$ cat src/rtl/code_lock_pkg.sv
// Shared types and width helpers for the parametrised keypad code lock.
package code_lock_pkg;

  // Lock controller states; PROG is only reachable in builds with code programming.
  typedef enum logic [2:0] {
    ENTRY    = 3'd0,
    UNLOCKED = 3'd1,
    FAILED   = 3'd2,
    LOCKOUT  = 3'd3,
    PROG     = 3'd4
  } lock_state_t;

  // Bits needed to hold a counter value from 0 up to max_value inclusive.
  function automatic int count_width(input int max_value);
    if (max_value < 1) begin
      return 1;
    end
    return $clog2(max_value + 1);
  endfunction

  // Bits for the shared hold timer: one more than $clog2 of the longest hold.
  function automatic int timer_width(input int hold_a, input int hold_b, input int hold_c);
    int longest;
    longest = hold_a;
    if (hold_b > longest) begin
      longest = hold_b;
    end
    if (hold_c > longest) begin
      longest = hold_c;
    end
    return $clog2(longest) + 1;
  endfunction

endpackage

$ cat src/rtl/code_lock_hold_timer.sv
// Loadable down-counter shared by all timed lock states.
// done is high whenever the count has reached zero; the owner decides
// when that matters.
module hold_timer
  import code_lock_pkg::*;
#(
  parameter int W = 17
) (
  input  logic         clk,
  input  logic         reset_n,
  input  logic         load,
  input  logic [W-1:0] load_value,
  output logic         done
);

  logic [W-1:0] count;

  // Load on request, otherwise count down and park at zero.
  always_ff @(posedge clk or negedge reset_n) begin
    if (!reset_n) begin
      count <= '0;
    end else if (load) begin
      count <= load_value;
    end else if (count != '0) begin
      count <= count - W'(1);
    end
  end

  assign done = (count == '0);

endmodule

$ cat src/rtl/code_lock_fsm.sv
// Parametrised keypad code lock controller.
// Accepts one digit per equals strobe, compares the full entry against the
// code without revealing which digit was wrong, and drives timed unlock,
// fail and lockout indications. Consecutive failures are counted and
// MAX_FAILS of them in a row trigger a lockout.
// Optional feature macro: CODE_PROG_EN adds the prog_req input and a PROG
// state that lets the code be rewritten while unlocked.
module code_lock_fsm
  import code_lock_pkg::*;
#(
  parameter int                           CODE_LEN       = 8,
  parameter int                           DIGIT_W        = 4,
  parameter logic [CODE_LEN*DIGIT_W-1:0]  CODE           = 32'h3900_8121,
  parameter int                           MAX_FAILS      = 3,
  parameter int                           UNLOCK_CYCLES  = 1024,
  parameter int                           FAIL_CYCLES    = 256,
  parameter int                           LOCKOUT_CYCLES = 65536
) (
  input  logic                                  clk,
  input  logic                                  reset_n,
  input  logic                                  equals,
  input  logic [DIGIT_W-1:0]                    digit,
  input  logic                                  clear,
`ifdef CODE_PROG_EN
  input  logic                                  prog_req,
`endif
  output logic                                  door_status_correct,
  output logic                                  door_status_incorrect,
  output logic                                  locked_out,
  output logic [count_width(CODE_LEN)-1:0]      digit_count,
  output logic [count_width(MAX_FAILS)-1:0]     fail_count
);

  localparam int CODE_W  = CODE_LEN * DIGIT_W;
  localparam int DC_W    = count_width(CODE_LEN);
  localparam int FC_W    = count_width(MAX_FAILS);
  localparam int TIMER_W = timer_width(UNLOCK_CYCLES, FAIL_CYCLES, LOCKOUT_CYCLES);

  localparam logic [DC_W-1:0]    LAST_DIGIT   = DC_W'(CODE_LEN - 1);
  localparam logic [FC_W-1:0]    FAIL_LIMIT   = FC_W'(MAX_FAILS);
  localparam logic [TIMER_W-1:0] UNLOCK_LOAD  = TIMER_W'(UNLOCK_CYCLES - 1);
  localparam logic [TIMER_W-1:0] FAIL_LOAD    = TIMER_W'(FAIL_CYCLES - 1);
  localparam logic [TIMER_W-1:0] LOCKOUT_LOAD = TIMER_W'(LOCKOUT_CYCLES - 1);

  lock_state_t          state;
  lock_state_t          state_next;
  logic [DC_W-1:0]      digit_count_next;
  logic [FC_W-1:0]      fail_count_next;
  logic                 mismatch;
  logic                 mismatch_next;
  logic                 entry_miss;
  logic [DIGIT_W-1:0]   expected_digit;
  logic                 timer_load;
  logic [TIMER_W-1:0]   timer_value;
  logic                 timer_done;
  logic [CODE_W-1:0]    code_reg;

`ifdef CODE_PROG_EN
  logic [CODE_W-1:0]    code_next;
  logic [CODE_W-1:0]    shadow;
  logic [CODE_W-1:0]    shadow_next;

  // Programmable code and the shadow copy being keyed in; only reset restores CODE.
  always_ff @(posedge clk or negedge reset_n) begin
    if (!reset_n) begin
      code_reg <= CODE;
      shadow   <= '0;
    end else begin
      code_reg <= code_next;
      shadow   <= shadow_next;
    end
  end
`else
  assign code_reg = CODE;
`endif

  // Pick the code digit for the current position; the first digit sits in the top slot.
  always_comb begin
    expected_digit = '0;
    for (int i = 0; i < CODE_LEN; i++) begin
      if (digit_count == DC_W'(i)) begin
        expected_digit = code_reg[(CODE_LEN-1-i)*DIGIT_W +: DIGIT_W];
      end
    end
  end

  // Sticky mismatch including the digit being keyed right now.
  assign entry_miss = mismatch | (digit != expected_digit);

  // One shared timer for every timed state, reloaded whenever such a state is entered.
  hold_timer #(
    .W(TIMER_W)
  ) u_hold_timer (
    .clk        (clk),
    .reset_n    (reset_n),
    .load       (timer_load),
    .load_value (timer_value),
    .done       (timer_done)
  );

  // Next-state, counter updates and timer loads for every state.
  always_comb begin
    state_next       = state;
    digit_count_next = digit_count;
    fail_count_next  = fail_count;
    mismatch_next    = mismatch;
    timer_load       = 1'b0;
    timer_value      = '0;
`ifdef CODE_PROG_EN
    code_next        = code_reg;
    shadow_next      = shadow;
`endif
    case (state)
      ENTRY: begin
        if (clear) begin
          digit_count_next = '0;
          mismatch_next    = 1'b0;
        end else if (equals) begin
          if (digit_count == LAST_DIGIT) begin
            digit_count_next = '0;
            mismatch_next    = 1'b0;
            timer_load       = 1'b1;
            if (entry_miss) begin
              state_next  = FAILED;
              timer_value = FAIL_LOAD;
              if (fail_count != FAIL_LIMIT) begin
                fail_count_next = fail_count + FC_W'(1);
              end
            end else begin
              state_next      = UNLOCKED;
              timer_value     = UNLOCK_LOAD;
              fail_count_next = '0;
            end
          end else begin
            digit_count_next = digit_count + DC_W'(1);
            mismatch_next    = entry_miss;
          end
        end
      end
      UNLOCKED: begin
`ifdef CODE_PROG_EN
        if (prog_req) begin
          state_next       = PROG;
          digit_count_next = '0;
        end else if (timer_done) begin
          state_next = ENTRY;
        end
`else
        if (timer_done) begin
          state_next = ENTRY;
        end
`endif
      end
      FAILED: begin
        if (timer_done) begin
          if (fail_count == FAIL_LIMIT) begin
            state_next  = LOCKOUT;
            timer_load  = 1'b1;
            timer_value = LOCKOUT_LOAD;
          end else begin
            state_next = ENTRY;
          end
        end
      end
      LOCKOUT: begin
        if (timer_done) begin
          state_next      = ENTRY;
          fail_count_next = '0;
        end
      end
`ifdef CODE_PROG_EN
      PROG: begin
        if (clear) begin
          state_next       = ENTRY;
          digit_count_next = '0;
          shadow_next      = '0;
        end else if (equals) begin
          for (int i = 0; i < CODE_LEN; i++) begin
            if (digit_count == DC_W'(i)) begin
              shadow_next[(CODE_LEN-1-i)*DIGIT_W +: DIGIT_W] = digit;
            end
          end
          if (digit_count == LAST_DIGIT) begin
            code_next        = shadow_next;
            state_next       = ENTRY;
            digit_count_next = '0;
          end else begin
            digit_count_next = digit_count + DC_W'(1);
          end
        end
      end
`endif
      default: begin
        state_next       = ENTRY;
        digit_count_next = '0;
        mismatch_next    = 1'b0;
      end
    endcase
  end

  // State, entry progress and failure count registers.
  always_ff @(posedge clk or negedge reset_n) begin
    if (!reset_n) begin
      state       <= ENTRY;
      digit_count <= '0;
      fail_count  <= '0;
      mismatch    <= 1'b0;
    end else begin
      state       <= state_next;
      digit_count <= digit_count_next;
      fail_count  <= fail_count_next;
      mismatch    <= mismatch_next;
    end
  end

  // Status outputs registered from the next state so each tracks its state exactly.
  always_ff @(posedge clk or negedge reset_n) begin
    if (!reset_n) begin
      door_status_correct   <= 1'b0;
      door_status_incorrect <= 1'b0;
      locked_out            <= 1'b0;
    end else begin
      door_status_correct   <= (state_next == UNLOCKED);
      door_status_incorrect <= (state_next == FAILED);
      locked_out            <= (state_next == LOCKOUT);
    end
  end

endmodule
$ cat config.mk
export PLATFORM = sky130hd
export DESIGN_NAME = code_lock_fsm
export DESIGN_NICKNAME = d
export VERILOG_FILES = /design/src/rtl/code_lock_pkg.sv /design/src/rtl/code_lock_hold_timer.sv /design/src/rtl/code_lock_fsm.sv
export SDC_FILE = /design/constraint.sdc
export NUM_CORES = 1
export LEC_CHECK = 0
export ABC_CLOCK_PERIOD_IN_PS = 2300
export CAP_MARGIN = 10
export CELL_PAD_IN_SITES_DETAIL_PLACEMENT = 1
export CELL_PAD_IN_SITES_GLOBAL_PLACEMENT = 1
export CORE_MARGIN = 1
export CORE_UTILIZATION = 40
export DETAILED_ROUTE_END_ITERATION = 7
export DONT_BUFFER_PORTS = 1
export PLACE_DENSITY_LB_ADDON = 0.3
export SLEW_MARGIN = 20
export SYNTH_ARGS = -nofsm -noshare
export SYNTH_HDL_FRONTEND = slang
export SYNTH_SLANG_ARGS = --single-unit
$ cat constraint.sdc
create_clock -name clk -period 2.3 [get_ports clk]
set_input_delay 0.46 -clock clk [delete_from_list [all_inputs] [get_ports clk]]
set_output_delay 0.46 -clock clk [all_outputs]
set_load 0.02 [all_outputs]
==> results of run 1 <==
final cells by class:
type	count	area, um^2	area share, %
Multi-Input combinational cell	148	1030	44.3
Sequential cell	30	753	32.5
Timing Repair Buffer	36	285	12.3
Clock buffer	6	82.6	3.56
Tap cell	50	62.6	2.70
Clock inverter	2	60.1	2.59
Inverter	13	48.8	2.10
metrics by stage:
stage	util, %	hold WS [ns]	power, mW
detailed placement	50.3	0.165	0.601
CTS	55.7	0.340	1.30
finish	56.4	0.338	1.30
global route	56.4	0.342	1.33
global placement	50.3	0.165	0.597
floorplan	-	0.164	0.583
cell families after synthesis:
family                   count (synthesis)
other                                    1
multiplexers                             1
AO/OA/AOI/OAI                           46
adder cells (fa/ha/maj)                  6
XOR/XNOR                                12
buffers and inverters                   16
AND/OR/NAND/NOR                         82
flip-flops                              30
what timing repair did:
action / CTS / global route
pin swaps: 2 / 4
resized for setup: 3 / 8
endpoints found under the hold margin: 30 / 0
endpoints found under the setup margin: 7 / 16
gates cloned: 0 / 0
setup buffers: 6 / 1
hold buffers: 2 / 0
worst paths after layout:
kind,start,to,slack [ns],depth (start not counted)
max,u_hold_timer.count[1],fail_count[1],-0.12,8
min,equals,digit_count[2],0.34,2
max reg2reg,u_hold_timer.count[1],fail_count[1],-0.12,8
min reg2reg,mismatch,mismatch,0.50,2
max in group asynchronous,reset_n,digit_count[1],1.51,2
min in group asynchronous,reset_n,u_hold_timer.count[3],0.60,2
power by group:
| part | internal (mW) | switching [mW] |
|---|---|---|
| registers | 0.532 | 0.00643 |
| clock network | 0.462 | 0.221 |
| logic | 0.0332 | 0.0419 |
sequential cells by signal, indices dropped and copies added (netlist names):
name / cells
digit_count: 4
mismatch: 1
u_hold_timer.count: 17
state: 3
door_status_correct: 1
locked_out: 1
door_status_incorrect: 1
fail_count: 2
placed cells by master, fill, tap and decap left out, types with 3 or more instances in the layout:
master and instances:
xnor2_1 4, o31ai_1 4, dfrtp_1 28, nor3_1 3, ha_4 3, nand3_1 3, inv_1 9, buf_4 34
a21oi_1 10, inv_2 4, a311oi_1 3, and3_1 3, nand2b_1 4, nor2_1 15, nor2b_1 6, clkbuf_8 6
o21ai_0 13, or3_1 3, xor2_1 8, nand2_1 21, o211ai_1 3
routing by layer:
| layer | share of wire [%] | vias up |
|---|---|---|
| li1 | - | 768 |
| met1 | 41 | 822 |
| met2 | 51 | 44 |
| met3 | 4.6 | 20 |
| met4 | 3.4 | 0 |
| met5 | 0 | - |
worst max-delay path, delay by kind of cell, from the launching register on:
family | cells | cell delay [ns]
flip-flops | 1 | 0.40
AND/OR/NAND/NOR | 4 | 1.33
AO/OA/AOI/OAI | 2 | 0.39
adder cells (fa/ha/maj) | 1 | 0.13
buffers and inverters | 1 | 0.08
==> results by group, run 1 <==
Status
  • Result of the run: finished, violations left
  • Violated checks: setup timing

GRT
  • First-pass GRT wire length: 8650 um
  • Most utilized layer in the global route result: met2
  • Pin count of the biggest net entering global routing: 31
  • Routing usage on met2: 43.4%
  • GR Util met1: 31.0%
  • Total Routing Usage GR: 25.8%
  • Final global-route overflow total: 0
  • Via count of the first global-routing pass: 1790
  • Antenna violations before repair: 0
  • Met3 Usage GRT: 6.74%

Drt
  • Average wire per standard cell: 19.7 um
  • Via total after detailed routing: 1654
  • First-pass DRT Iterations: 4
  • Via/cell ratio: 5.80
  • Remaining design rule violation count: 0
  • Violation count after the first detailed-routing iteration: 47
  • DRT antenna net count: 0
  • Post-Route WL: 5610 um

Place
  • Number of placed instances, taps included: 268
  • DP Wirelength: 3700 um
  • Standard cell area after detailed placement: 0.00207 mm^2
  • Post-placement setup slack: -0.0780 ns
  • IO buf count: 0
  • Routability-driven placement congestion ratio: 0.904

STA
  • Post-route clock period utilization: 105%
  • RSZ-0062 raised after global routing: yes
  • Setup skew after layout: 0.00942 ns
  • Min Clock Period, post-route: 2.42 ns
  • Fin. Hold Viols: 0
  • Slew headroom: 49.8%
  • Fin worst setup slack: -0.121 ns
  • Final setup violation count: 3
  • Setup Total Neg Slack: -0.172 ns
  • Tightest Pin Transition: 0.753 ns
  • Number of max-slew violations in the final report: 0
  • F_max: 413 MHz

Layout
  • Fraction of final layout cells with drive strength greater than 1: 28.9%
  • Final std cells w/o fill: 285
  • Area growth from synthesis to layout: 30.8%
  • Nets: 248
  • Filler Cells Inserted: 479
  • Number of antenna diodes: 0
  • Finished layout cell area: 0.00232 mm^2

Logic synthesis
  • Netlist cell types: 45
  • Summed instance area of the synthesized netlist: 0.00177 mm^2
  • Fraction of post-synthesis cell area in the top cell type by area: 42.3%
  • Count of flip-flops with a built-in enable after synthesis: 0
  • Sequential fraction of the synthesis area: 42.3%
  • Async SR Flop Fraction: 100%
  • Gate Count Post-Synth: 194
  • Most numerous cell types in the synthesized netlist: dfrtp_1 (30), nand2_1 (21), nor2_1 (16), o21ai_0 (16), inv_1 (13)
  • Synth Area in Compound Gates: 16.4%
  • Post-Synth XOR/XNOR Area: 5.92%
  • Prevailing post-synth register cell: dfrtp_1
  • Yosys top cell by area: dfrtp_1
  • Fraction of the mapped netlist area in adder cells: 4.23%
  • Syn avg cell area: 9.15 um^2
  • Most frequent cell after synthesis: dfrtp_1
  • Synthesized netlist net count: 208
  • Biggest area contributors in the synthesized netlist: dfrtp_1 (42%), o21ai_0 (4.5%), nand2_1 (4.4%), ha_1 (4.2%), xor2_1 (3.9%)
  • Number of flip-flops and latches in the synthesized netlist: 30
  • Post-synthesis simple-gate area fraction: 26.9%
  • Mux cell area share after synthesis: 0.564%
  • Main combinational cell family by area after synthesis: simple AND/OR/NAND/NOR gates
  • Yosys warns: 0

Die
  • Die Footprint: 0.00471 mm^2
  • Vertical extent of the die: 68.6 um
  • Die Span X: 68.6 um
  • Cell Rows: 23
  • Starting Density: 43.1%
  • Core region area: 0.00412 mm^2
  • Number of I/O pins: 17

Clocking
  • Number of buffers created by CTS: 5
  • Clock buffer depth: 2
  • Register clock-pin slew on the reported worst setup and hold paths: 0.07 ns
  • CTS tree: yes
  • Clock tree root buffer cell: clkbuf_8
  • Clock H-tree levels: 2
  • TritonCTS sink count: 30
  • Later-pin clock latency in the skew report: 0.29 ns

Run
  • Max Cap Violations: 0

Power
  • Peak ir drop on the vdd network: 0.000354 V
  • Pwr Density: 559 mW/mm^2
  • Leakage Power: 0.971 nW

Critical path
  • Maximum single-stage delay on the critical path: 0.50 ns
  • Endpoint type of the worst setup path: register
  • Required time at the endpoint of the critical path: 2.51 ns
  • Setup Crit Path Kind: register to register
  • Largest driver fanout on the critical path: 3
  • Master of the slowest instance on the critical path: or4b_1
  • Worst EP arrival: 2.63 ns
  • Series of cell instances along the critical path: inv_2, ha_4, or4b_4, nor4_4, nand2_2, o31a_1, or4b_1, o21ai_1
  • Launching element type of the critical path: register

Min path
  • Kind of path behind the tightest hold check: input pin to register
No activity file was read; power rests on OpenSTA's default activity.
==> run 2: changes to the inputs <==
- CORE_MARGIN: 1 -> 3
==> run 2 against run 1 <==
The run still ends with setup timing left. Clock skew decreased by 0.0027 ns. Cell count decreased by 2.1%. Highest routed layer unchanged. First-iteration DRC count fell by 11%. Count of clock-buffer cells in the layout is 2 higher. Sequential share of layout area up 0.99 points. Non-clock buffer count decreased by 6. Critical path type unchanged. Fmax rose by 2.6%. Via count decreased by 3.6%. Largest power group is now registers. Power shrank 15%. Clock power down 28%. Sequential power barely moved. Worst setup slack improved by 0.061 ns.
==> results by group, run 2 (synthesis gave the netlist of run 1 again) <==
Place
  • Routability-driven placement congestion ratio: 0.855
  • Standard cell area after detailed placement: 0.00208 mm^2
  • IO buf count: 0
  • DP Wirelength: 3710 um

Clocking
  • CTS tree: yes
  • Clock H-tree levels: 2
  • # Post-CTS Setup Buffers: 0
  • Register clock-pin slew on the reported worst setup and hold paths: 0.06 ns
  • Later-pin clock latency in the skew report: 0.28 ns
  • Number of buffers created by CTS: 5
  • Clock buffer depth: 2
  • TritonCTS sink count: 30
  • Clock tree root buffer cell: clkbuf_8

Status
  • Result of the run: finished, violations left
  • Violated checks: setup timing

Die
  • Core region area: 0.00414 mm^2
  • Vertical extent of the die: 72.6 um
  • Number of I/O pins: 17
  • Cell Rows: 23
  • Die Footprint: 0.00527 mm^2
  • Die Span X: 72.6 um
  • Starting Density: 42.8%

GRT
  • Via count of the first global-routing pass: 1705
  • Pin count of the biggest net entering global routing: 31
  • Antenna violations before repair: 0
  • Total Routing Usage GR: 20.1%
  • First-pass GRT wire length: 8290 um
  • Final global-route overflow total: 0

Drt
  • Violation count after the first detailed-routing iteration: 42
  • Via total after detailed routing: 1595
  • Via/cell ratio: 5.72
  • DRT antenna net count: 0
  • Average wire per standard cell: 17.7 um
  • First-pass DRT Iterations: 4
  • Post-Route WL: 4930 um
  • Remaining design rule violation count: 0

STA
  • Setup skew after layout: 0.00670 ns
  • Fin worst setup slack: -0.0605 ns
  • RSZ-0062 raised after global routing: yes
  • Slew headroom: 50.2%
  • Min Clock Period, post-route: 2.36 ns
  • Post-route clock period utilization: 103%
  • Number of max-slew violations in the final report: 0
  • Tightest Pin Transition: 0.747 ns
  • F_max: 424 MHz
  • Hold Worst Slack: 0.374 ns
  • Fin. Hold Viols: 0
  • Final setup violation count: 2

Critical path
  • Worst EP arrival: 2.56 ns
  • Series of cell instances along the critical path: inv_2, ha_4, or4b_4, o211ai_1, a311oi_2, and4b_2, or4b_1, o21ai_1
  • Setup Crit Path Kind: register to register
  • Cell depth of the worst flop-to-flop path: 8
  • Master of the slowest instance on the critical path: or4b_4
  • Largest driver fanout on the critical path: 4
  • Required time at the endpoint of the critical path: 2.50 ns
  • Maximum single-stage delay on the critical path: 0.53 ns
  • Endpoint type of the worst setup path: register
  • Launching element type of the critical path: register

Layout
  • Fraction of final layout cells with drive strength greater than 1: 26.6%
  • Utilization after layout: 54.3%
  • Flip-flop count of the largest register, all copies and words added: 17
  • Finished layout cell area: 0.00225 mm^2
  • Area growth from synthesis to layout: 26.9%
  • Register with the highest flop count: u_hold_timer.count
  • Number of antenna diodes: 0
  • Largest registers ranked by flip-flop count: u_hold_timer.count: 17 flops, digit_count: 4 flops, state: 3 flops
  • Commonest cells after routing, fill and taps aside: dfrtp_1 (28), buf_4 (28), nand2_1 (21), nor2_1 (15), o21ai_0 (13)
  • Nets: 242

Power
  • Pwr Density: 490 mW/mm^2
  • Relative contribution of sequential cells to total power: 48.9%
  • Fraction of power spent switching nets: 21.4%
  • Net switching power of the design: 0.236 mW
  • Share of total power in combinational logic: 6.4%
  • Peak ir drop on the vdd network: 0.000414 V
  • Leakage Power: 0.924 nW
  • Clock group share of total power: 44.7%
  • Cell internal power dissipation: 0.867 mW

Run
  • Max Cap Violations: 0

Min path
  • Cell depth of the worst hold path: 2
  • Kind of path behind the tightest hold check: input pin to register
-- run 2: power by group through the flow --
stage          clock, mW  sequential (mW)  combinational (mW)
6_report           0.493            0.539              0.0706
5_1_grt            0.525            0.540              0.0779
4_1_cts            0.507            0.539              0.0687
3_5_place_dp           0            0.549              0.0518
3_3_place_gp           0            0.548              0.0486
2_1_floorplan          0            0.549              0.0336
-- run 2: what timing repair did --
action / CTS / global route
setup endpoints to repair: 2 / 8
hold buffers: 2 / 0
gates resized for setup: 1 / 9
endpoints found under the hold margin: 30 / 0
cloned: 0 / 0
pin swaps: 1 / 1
-- run 2: layer usage --
metal / vias to the layer above / wire (um) / track usage (%)
met4: 0 / 53 / 5.53
met5: - / 0 / 0
met1: 803 / 2320 / 26.9
li1: 760 / - / -
met2: 25 / 2390 / 33.1
met3: 7 / 159 / 4.27
-- run 2: final timing paths --
kind | from | slack [ns] | to
setup reg to reg | digit_count[1] | -0.06 | fail_count[1]
setup / recovery | digit_count[1] | -0.06 | fail_count[1]
min in group asynchronous | reset_n | 0.62 | u_hold_timer.count[10]
hold reg to reg | mismatch | 0.52 | mismatch
max in group asynchronous | reset_n | 1.50 | digit_count[1]
hold / removal | equals | 0.37 | digit_count[2]
-- run 2: worst max-delay path, delay by kind of cell, from the launching register on --
| kind | cells | cell delay, ns |
|---|---|---|
| simple gates | 3 | 1.25 |
| fa+ha+maj | 1 | 0.16 |
| buf+inv | 1 | 0.08 |
| flops | 1 | 0.40 |
| compound gates | 3 | 0.38 |
-- run 2: per-stage QoR --
stage               TNS, ns  setup slack [ns]  instances  total power, mW
floorplan           -0.0575           -0.0575        194            0.583
global placement          0            0.0410        269            0.597
detailed placement  -0.0587           -0.0587        269            0.601
CTS                 -0.0364           -0.0364        279             1.11
global route         -0.347            -0.161        279             1.14
finish              -0.0712           -0.0605        279             1.10
-- run 2: area by class of cell --
class | instances | area [um^2]
Clock buffer | 8 | 110
Fill cell | 486 | 1890
Inverter | 13 | 48.8
Multi-Input combinational cell | 148 | 1040
Sequential cell | 30 | 753
Tap cell | 50 | 62.6
Timing Repair Buffer | 30 | 240
==> run 3: changes to the inputs <==
- CORE_ASPECT_RATIO: not set -> 1.1
- CORE_UTILIZATION: 40 -> 43
==> run 3 against run 2 <==
The flow still finishes with violations (setup timing). Die area shrank 6.4%. Wire length shrank 0.99%. Clock power shrank 14%. First-iteration DRC count grew 17%. Combinational power shrank 2%. Register-to-register slack is essentially flat. Power shrank 6.5%. Via count shrank 2.0%. Fmax grew 0.21%. Count of clock-buffer cells in the layout shrank 2. Sequential share of layout area grew 0.76 points. Final area shrank 2.2%. Critical path type unchanged. Critical endpoint unchanged. Largest power group unchanged.
==> results by group, run 3 (synthesis gave the netlist of run 1 again) <==
Status
  • Result of the run: finished, violations left
  • Violated checks: setup timing

Layout
  • Fraction of final layout cells with drive strength greater than 1: 25.7%
  • Area growth from synthesis to layout: 24.1%
  • Register with the highest flop count: u_hold_timer.count
  • Number of antenna diodes: 0
  • Flip-flop count of the largest register, all copies and words added: 17
  • Nets: 237
  • Most common library cell in the layout ignoring fill and taps: dfrtp_1
  • Utilization after layout: 58.0%
  • Commonest cells after routing, fill and taps aside: dfrtp_1 (28), buf_4 (22), nand2_1 (21), nor2_1 (15), o21ai_0 (14)
  • Largest registers ranked by flip-flop count: u_hold_timer.count: 17 flops, digit_count: 4 flops, state: 3 flops

Die
  • Die Span X: 67.2 um
  • Starting Density: 46.7%
  • Cell Rows: 23
  • Vertical extent of the die: 73.4 um
  • Die Footprint: 0.00493 mm^2
  • Number of I/O pins: 17
  • Core region area: 0.00380 mm^2

STA
  • Number of max-slew violations in the final report: 0
  • Setup skew after layout: 0.00603 ns
  • Hold Worst Slack: 0.407 ns
  • RSZ-0062 raised after global routing: yes
  • Post-route clock period utilization: 102%
  • F_max: 425 MHz
  • Final setup violation count: 2
  • Min Clock Period, post-route: 2.36 ns
  • Fin worst setup slack: -0.0556 ns
  • Fin. Hold Viols: 0

Drt
  • DRT antenna net count: 0
  • Via total after detailed routing: 1563
  • Via/cell ratio: 5.75
  • Remaining design rule violation count: 0
  • Post-Route WL: 4880 um
  • Average wire per standard cell: 17.9 um
  • Violation count after the first detailed-routing iteration: 49
  • First-pass DRT Iterations: 4

Critical path
  • Series of cell instances along the critical path: inv_4, ha_4, or4b_4, o211ai_1, a311oi_2, and4b_2, or4b_1, o21ai_1
  • Worst EP arrival: 2.57 ns
  • Number of buffer and inverter stages on the critical path: 1
  • Maximum single-stage delay on the critical path: 0.52 ns
  • Master of the slowest instance on the critical path: or4b_4
  • Required time at the endpoint of the critical path: 2.51 ns
  • Setup slack, reg-to-reg: -0.06 ns
  • Endpoint type of the worst setup path: register
  • Critical path's top delay family: simple AND/OR/NAND/NOR gates
  • Largest driver fanout on the critical path: 4
  • Setup Crit Path Kind: register to register
  • Launching element type of the critical path: register

Clocking
  • Later-pin clock latency in the skew report: 0.28 ns
  • TritonCTS sink count: 30
  • Clock H-tree levels: 2
  • Clock buffer depth: 2
  • CTS tree: yes
  • Number of buffers created by CTS: 5
  • Register clock-pin slew on the reported worst setup and hold paths: 0.06 ns
  • Clock tree root buffer cell: clkbuf_8

GRT
  • First-pass GRT wire length: 8200 um
  • Antenna violations before repair: 0
  • Via count of the first global-routing pass: 1767
  • Final global-route overflow total: 0
  • Total Routing Usage GR: 22.5%
  • Pin count of the biggest net entering global routing: 31

Place
  • Routability-driven placement congestion ratio: 0.850
  • IO buf count: 0
  • DP Wirelength: 3620 um

Power
  • Leakage Power: 0.888 nW
  • Pwr Density: 468 mW/mm^2
  • Peak ir drop on the vdd network: 0.000383 V

Run
  • Max Cap Violations: 0

Min path
  • Kind of path behind the tightest hold check: input pin to register
-- run 3: changes by cell type in the layout (fill, tap and decap cells not counted), sizes merged --
cell,change
clkbuf,-2
buf,-5
-- run 3: final cells by class --
class	instances	area [um^2]
multi-input combinational	148	1050
sequential	30	753
clock buffer	6	82.6
inverter	13	51.3
timing repair buffer	25	206
fill	451	1600
tap	50	62.6
-- run 3: per-stage QoR --
stage	std cells	power, mW	worst slack (ns)	TNS, ns	cell area (um^2)
floorplan	194	0.583	-0.0575	-0.0575	1820
global placement	261	0.595	0.0315	0	2020
detailed placement	261	0.600	-0.0476	-0.129	2020
CTS	270	1.04	-0.0402	-0.0402	2140
global route	272	1.07	-0.131	-0.308	2200
finish	272	1.03	-0.0556	-0.0928	2200
-- run 3: routing by layer --
layer / track usage, % / wire length (um)
met1: 22.4 / 1920
met2: 42.4 / 2580
met3: 5.96 / 176
met4: 10.4 / 205
met5: 0 / 0
-- run 3: report_power, final --
group	switching [mW]	internal [mW]	total, mW
logic	0.0380	0.0311	0.0692
registers	0.00762	0.532	0.540
clock network	0.191	0.230	0.422
-- run 3: path summary, 6_finish.rpt --
| path | from | end | cells past startpoint |
|---|---|---|---|
| max in group asynchronous | reset_n | digit_count[1] | 2 |
| worst max register to register | digit_count[1] | fail_count[1] | 8 |
| worst min register to register | mismatch | mismatch | 2 |
| worst max-delay path | digit_count[1] | fail_count[1] | 8 |
| min in group asynchronous | reset_n | u_hold_timer.count[11] | 2 |
| worst min-delay path | equals | digit_count[2] | 2 |
-- run 3: repair_timing --
item | CTS | global route
buffers inserted | 1 | 2
gates resized for setup | 4 | 11
setup endpoints to repair | 4 | 9
endpoints found under the hold margin | 30 | 0
pin swaps | 3 | 0
hold buffers | 2 | 0
==> patch 1, RTL diff (flow settings as in run 1) <==
Remove the register `door_status_incorrect`: a continuous assignment takes its place, so the output `door_status_incorrect` follows one clock earlier.
--- a/src/rtl/code_lock_fsm.sv
+++ b/src/rtl/code_lock_fsm.sv
@@ -219,3 +219,2 @@
       door_status_correct   <= 1'b0;
-      door_status_incorrect <= 1'b0;
       locked_out            <= 1'b0;
@@ -223,3 +222,2 @@
       door_status_correct   <= (state_next == UNLOCKED);
-      door_status_incorrect <= (state_next == FAILED);
       locked_out            <= (state_next == LOCKOUT);
@@ -228,2 +226,4 @@
 
+  assign door_status_incorrect = (state_next == FAILED);
+
 endmodule
Function: changed (a bounded check fails within 10 cycles, from zero or initial values and one cycle with reset_n low).
==> patch 1 against run 1 <==
  * Total power fell by 21%
  * Setup slack got worse by 0.25 ns
  * Via count fell by 11%
  * The flow still finishes with violations (setup timing)
  * Wire length shrank 18%
  * Largest power group is now sequential cells
  * Global-route usage decreased by 2.5 points
  * Sequential cell count shrank 1
  * Highest routed layer unchanged
  * Synthesized area shrank 3.1%
  * Cell area shrank 5.8%
==> patch 1: results (changes against run 1) <==
Outcome -> finished, violations left (unchanged)
Violated checks -> setup timing (unchanged)
Cell count after synthesis -> 182 (was 194)
Setup violators final -> 1 (was 3)
CP max stage cell -> dfrtp_2 (was or4b_1)
Initial DRC Count -> 51 (was 47)
Wire length on met2 -> 2310 µm (was 2840 µm)
Register area share after synthesis -> 0.422 (was 0.423)
M1 WL -> 2020 µm (was 2320 µm)
Placed cell count -> 248 (was 268)
Tot GR Track Use -> 0.233 (was 0.258)
Post-synthesis mux area share -> 0.0393 (was 0.00564)
Share of cells above drive strength 1 -> 0.296 (was 0.289)
DP Area -> 1920 µm² (was 2070 µm²)
Filler cells -> 472 (was 479)
Adder-cell share of the synthesized area -> 0.0437 (was 0.0423)
Leading post-synthesis cells by cell area -> dfrtp_1 (42%), nand2_1 (6.3%), o21ai_0 (4.7%) (was dfrtp_1 (42%), o21ai_0 (4.5%), nand2_1 (4.4%))
Dpl hpwl -> 3310 µm (was 3700 µm)
Crit path max fanout -> 5 (was 3)
Post-DR vias/cell -> 5.58 (was 5.80)
Final worst slack -> -0.369 ns (was -0.121 ns)
Clk_skew -> 0.00741 ns (was 0.00942 ns)
Unique masters post-synth -> 51 (was 45)
Pleak -> 0.938 nW (was 0.971 nW)
Largest net degree at the start of global routing -> 30 (was 31)
Max VDD drop -> 0.000326 V (was 0.000354 V)
DR vias -> 1,467 (was 1,654)
[patch 1: cell types whose count changed in the layout (fill, tap and decap cells not counted), sizes merged, moves of 4 or more]
cell	delta
a21oi	-5
buf	-12
inv	-7
nand2	+7
nand2b	-4
nor3	+9
o31ai	-4
xor2	-4
[patch 1: cell families after synthesis]
family          Yosys count
compound gates           33
xor+xnor                 11
fa+ha+maj                 6
buf+inv                   7
flops                    29
mux                       6
other cells               1
simple gates             89
[patch 1: final timing paths]
check | start | to | slack (ns) | depth (start not counted)
max in group asynchronous | reset_n | fail_count[0]$_DFFE_PN0P_ | 1.50 | 2
min in group asynchronous | reset_n | u_hold_timer.count[1]$_DFFE_PN0P_ | 0.63 | 2
worst min register to register | mismatch$_DFFE_PN0P_ | mismatch$_DFFE_PN0P_ | 0.53 | 2
worst max register to register | digit_count[1]$_DFFE_PN0P_ | fail_count[0]$_DFFE_PN0P_ | 0.03 | 8
worst min-delay path | clear | digit_count[2]$_DFFE_PN0P_ | 0.41 | 3
worst max-delay path | digit_count[1]$_DFFE_PN0P_ | door_status_incorrect | -0.37 | 7
[patch 1: where the power goes]
part / internal, mW / switching [mW] / total, mW
Sequential: 0.514 / 0.00506 / 0.519
Clock: 0.243 / 0.186 / 0.430
Combinational: 0.0332 / 0.0385 / 0.0716
[patch 1: metrics by stage]
| step | TNS, ns | total power, mW |
|---|---|---|
| floorplan | 0 | 0.556 |
| global placement | -0.000457 | 0.565 |
| detailed placement | -0.0945 | 0.568 |
| CTS | -0.270 | 1.03 |
| global route | -0.638 | 1.06 |
| finish | -0.369 | 1.02 |
[patch 1: per-layer routing]
layer | global-route usage | vias to the layer above
met2 | 0.397 | 22
met1 | 0.272 | 731
met5 | 0 | -
met4 | 0.106 | 0
met3 | 0.0591 | 7
li1 | - | 707
[patch 1: area by class of cell]
cell class	instances	area share
Clock buffer	8	0.0412
Inverter	6	0.0114
Multi-Input combinational cell	146	0.495
Sequential cell	29	0.333
Tap cell	50	0.0286
Timing Repair Buffer	24	0.0910
[patch 1: worst max-delay path: cells and delay by family (launching register included)]
| kind | cells | cell delay (ns) |
|---|---|---|
| adder cells (fa/ha/maj) | 1 | 0.22 |
| AO/OA/AOI/OAI | 2 | 0.60 |
| flip-flops | 1 | 0.46 |
| AND/OR/NAND/NOR | 4 | 0.65 |
[patch 1: what timing repair did]
item,in CTS,in global routing
gates cloned,0,0
pin swaps,7,7
resized for setup,20,6
hold buffers,2,0
endpoints found under the hold margin,29,0
setup endpoints to repair,1,6
buffers inserted,2,4
==> patch 2, RTL diff (flow settings as in run 1) <==
Without the edit above. Add a define of `CODE_PROG_EN`.
--- a/src/rtl/code_lock_fsm.sv
+++ b/src/rtl/code_lock_fsm.sv
@@ -7,2 +7,4 @@
 // state that lets the code be rewritten while unlocked.
+`define CODE_PROG_EN
+
 module code_lock_fsm
Interface: changed (added prog_req); port bits go from 17 to 18. No check against the original RTL was run, so the function may have changed too.
==> patch 2 against run 1 <==
  * The run ends with hold timing, setup timing left
  * Setup slack worse by 0.044 ns
  * Cell area up 150%
  * Synthesized area rose to 2.6 times the old value
  * Total power grew to 2.6 times the old value
  * Wire length increased by 140%
  * Sequential cell count increased by 60
  * Die area rose to 2.6 times the old value
  * Highest routed layer unchanged
==> patch 2: results (changes against run 1) <==
Routability cong. -> 0.854 (was 0.904)
Leading post-synthesis cells by cell area -> dfrtp_1 (44%), mux2i_1 (6.6%), a22o_1 (5.2%) (was dfrtp_1 (42%), o21ai_0 (4.5%), nand2_1 (4.4%))
Synthesized Nets -> 486 (was 208)
Setup violators final -> 9 (was 3)
Initial DRC Count -> 230 (was 47)
Synth Area in Compound Gates -> 0.185 (was 0.164)
Hold/Removal Path Class -> in -> async (was in -> reg)
Outcome -> finished, violations left (unchanged)
DP Area -> 5160 µm² (was 2070 µm²)
Largest net degree at the start of global routing -> 91 (was 31)
DR vias -> 3,811 (was 1,654)
Filler cells -> 1,275 (was 479)
Non-filler cells, final -> 651 (was 285)
Final net count -> 518 (was 248)
Crit path max fanout -> 5 (was 3)
Register area share after synthesis -> 0.482 (was 0.423)
Wire length on met2 -> 6550 µm (was 2840 µm)
Worst r2r path cells -> 9 (was 8)
Dpl hpwl -> 8970 µm (was 3700 µm)
Final worst slack -> -0.166 ns (was -0.121 ns)
Adder-cell share of the synthesized area -> 0.0160 (was 0.0423)
Reg-to-Reg Start -> digit_count[1]$_DFFE_PN0P_ (was u_hold_timer.count[1]$_DFFE_PN0P_)
Worst rel slew slack -> 0.606 (was 0.498)
Met2 Usage GRT -> 0.404 (was 0.434)
Violated checks -> hold timing, setup timing (was setup timing)
Final Hold Vio Count -> 90 (was 0)
M1 WL -> 6000 µm (was 2320 µm)
Pleak -> 2.60 nW (was 0.971 nW)
Htree depth -> 3 (was 2)
Top cells by count, synth -> dfrtp_1 (82), nor2_1 (51), a21oi_1 (37) (was dfrtp_1 (30), nand2_1 (21), nor2_1 (16), o21ai_0 (16), inv_1 (13))
Share of cells above drive strength 1 -> 0.242 (was 0.289)
Global-route wire length before repair -> 21,500 µm (was 8650 µm)
Synthesized area per cell -> 9.96 µm² (was 9.15 µm²)
Met3 wire length -> 535 µm (was 256 µm)
Root Driver -> clkbuf_16 (was clkbuf_8)
Min Hold Slack -> -0.210 ns (was 0.338 ns)
Tot GR Track Use -> 0.240 (was 0.258)
Met3 GRT Util -> 0.0682 (was 0.0674)
[patch 2: cell count changes after synthesis, moves of 8 or more]
| cell | run 1 | this run |
|---|---|---|
| a22o_1 | 1 | 28 |
| nand2_1 | 21 | 35 |
| mux2i_1 | 1 | 31 |
| dfstp_2 | 0 | 8 |
| a21oi_1 | 10 | 37 |
| dfrtp_1 | 30 | 82 |
| o21ai_1 | 0 | 11 |
| buf_2 | 1 | 9 |
| clkbuf_1 | 1 | 14 |
| nor2_1 | 16 | 51 |
[patch 2: final cells by class]
cell class / count / area [µm²] / area share
sequential: 90 / 2260 / 0.397
clock buffer: 12 / 267 / 0.0467
timing repair buffer: 51 / 424 / 0.0744
clock inverter: 4 / 32.5 / 0.00570
inverter: 21 / 81.3 / 0.0143
multi-input combinational: 330 / 2460 / 0.431
tap: 143 / 179 / 0.0314
[patch 2: report_power, final]
group / switching [mW] / total [mW] / internal [mW]
logic: 0.141 / 0.267 / 0.125
registers: 0.0254 / 1.63 / 1.60
clock network: 0.665 / 1.49 / 0.828
[patch 2: worst max-delay path: stages (launching register included)]
cell and delay, ns:
dfrtp_2 0.42, buf_6 0.14, ha_4 0.17, or3_4 0.37, a221oi_2 0.22, o22ai_1 0.17
xnor2_2 0.21, buf_4 0.17, o41ai_4 0.33, o31ai_1 0.14
[patch 2: logic make-up (layout without fill, tap and decap cells)]
group,Yosys count,after routing
buffers and inverters,51,88
XOR/XNOR,16,16
AO/OA/AOI/OAI,126,126
AND/OR/NAND/NOR,147,147
adder cells (fa/ha/maj),6,6
flip-flops,90,90
multiplexers,35,35
[patch 2: timing repair]
item	CTS	global route
gates cloned	1	0
endpoints found under the setup margin	9	16
pin swaps	6	6
hold endpoints to repair	90	90
setup buffers	5	0
resized for setup	30	10
[patch 2: per-stage QoR]
| step | power [mW] | setup TNS, ns | worst slack (ns) | hold WS, ns | util |
|---|---|---|---|---|---|
| 2_1_floorplan | 1.81 | 0 | 0.00268 | 0.164 | - |
| 3_3_place_gp | 1.86 | -0.533 | -0.126 | 0.166 | 0.452 |
| 3_5_place_dp | 1.87 | -1.81 | -0.278 | 0.166 | 0.452 |
| 4_1_cts | 3.40 | -0.335 | -0.0759 | -0.215 | 0.494 |
| 5_1_grt | 3.51 | -1.82 | -0.234 | -0.225 | 0.500 |
| 6_report | 3.39 | -1.05 | -0.166 | -0.210 | 0.500 |
[patch 2: worst min-delay path by stage]
stage,to,slack (ns),depth (start not counted)
floorplan,code_reg[10]$_DFFE_PN0P_,0.16,0
global placement,state[2]$_DFF_PN0_,0.17,0
detailed placement,state[2]$_DFF_PN0_,0.17,0
CTS,state[2]$_DFF_PN0_,-0.21,0
global route,digit_count[3]$_DFFE_PN0P_,-0.23,0
finish,digit_count[3]$_DFFE_PN0P_,-0.21,0
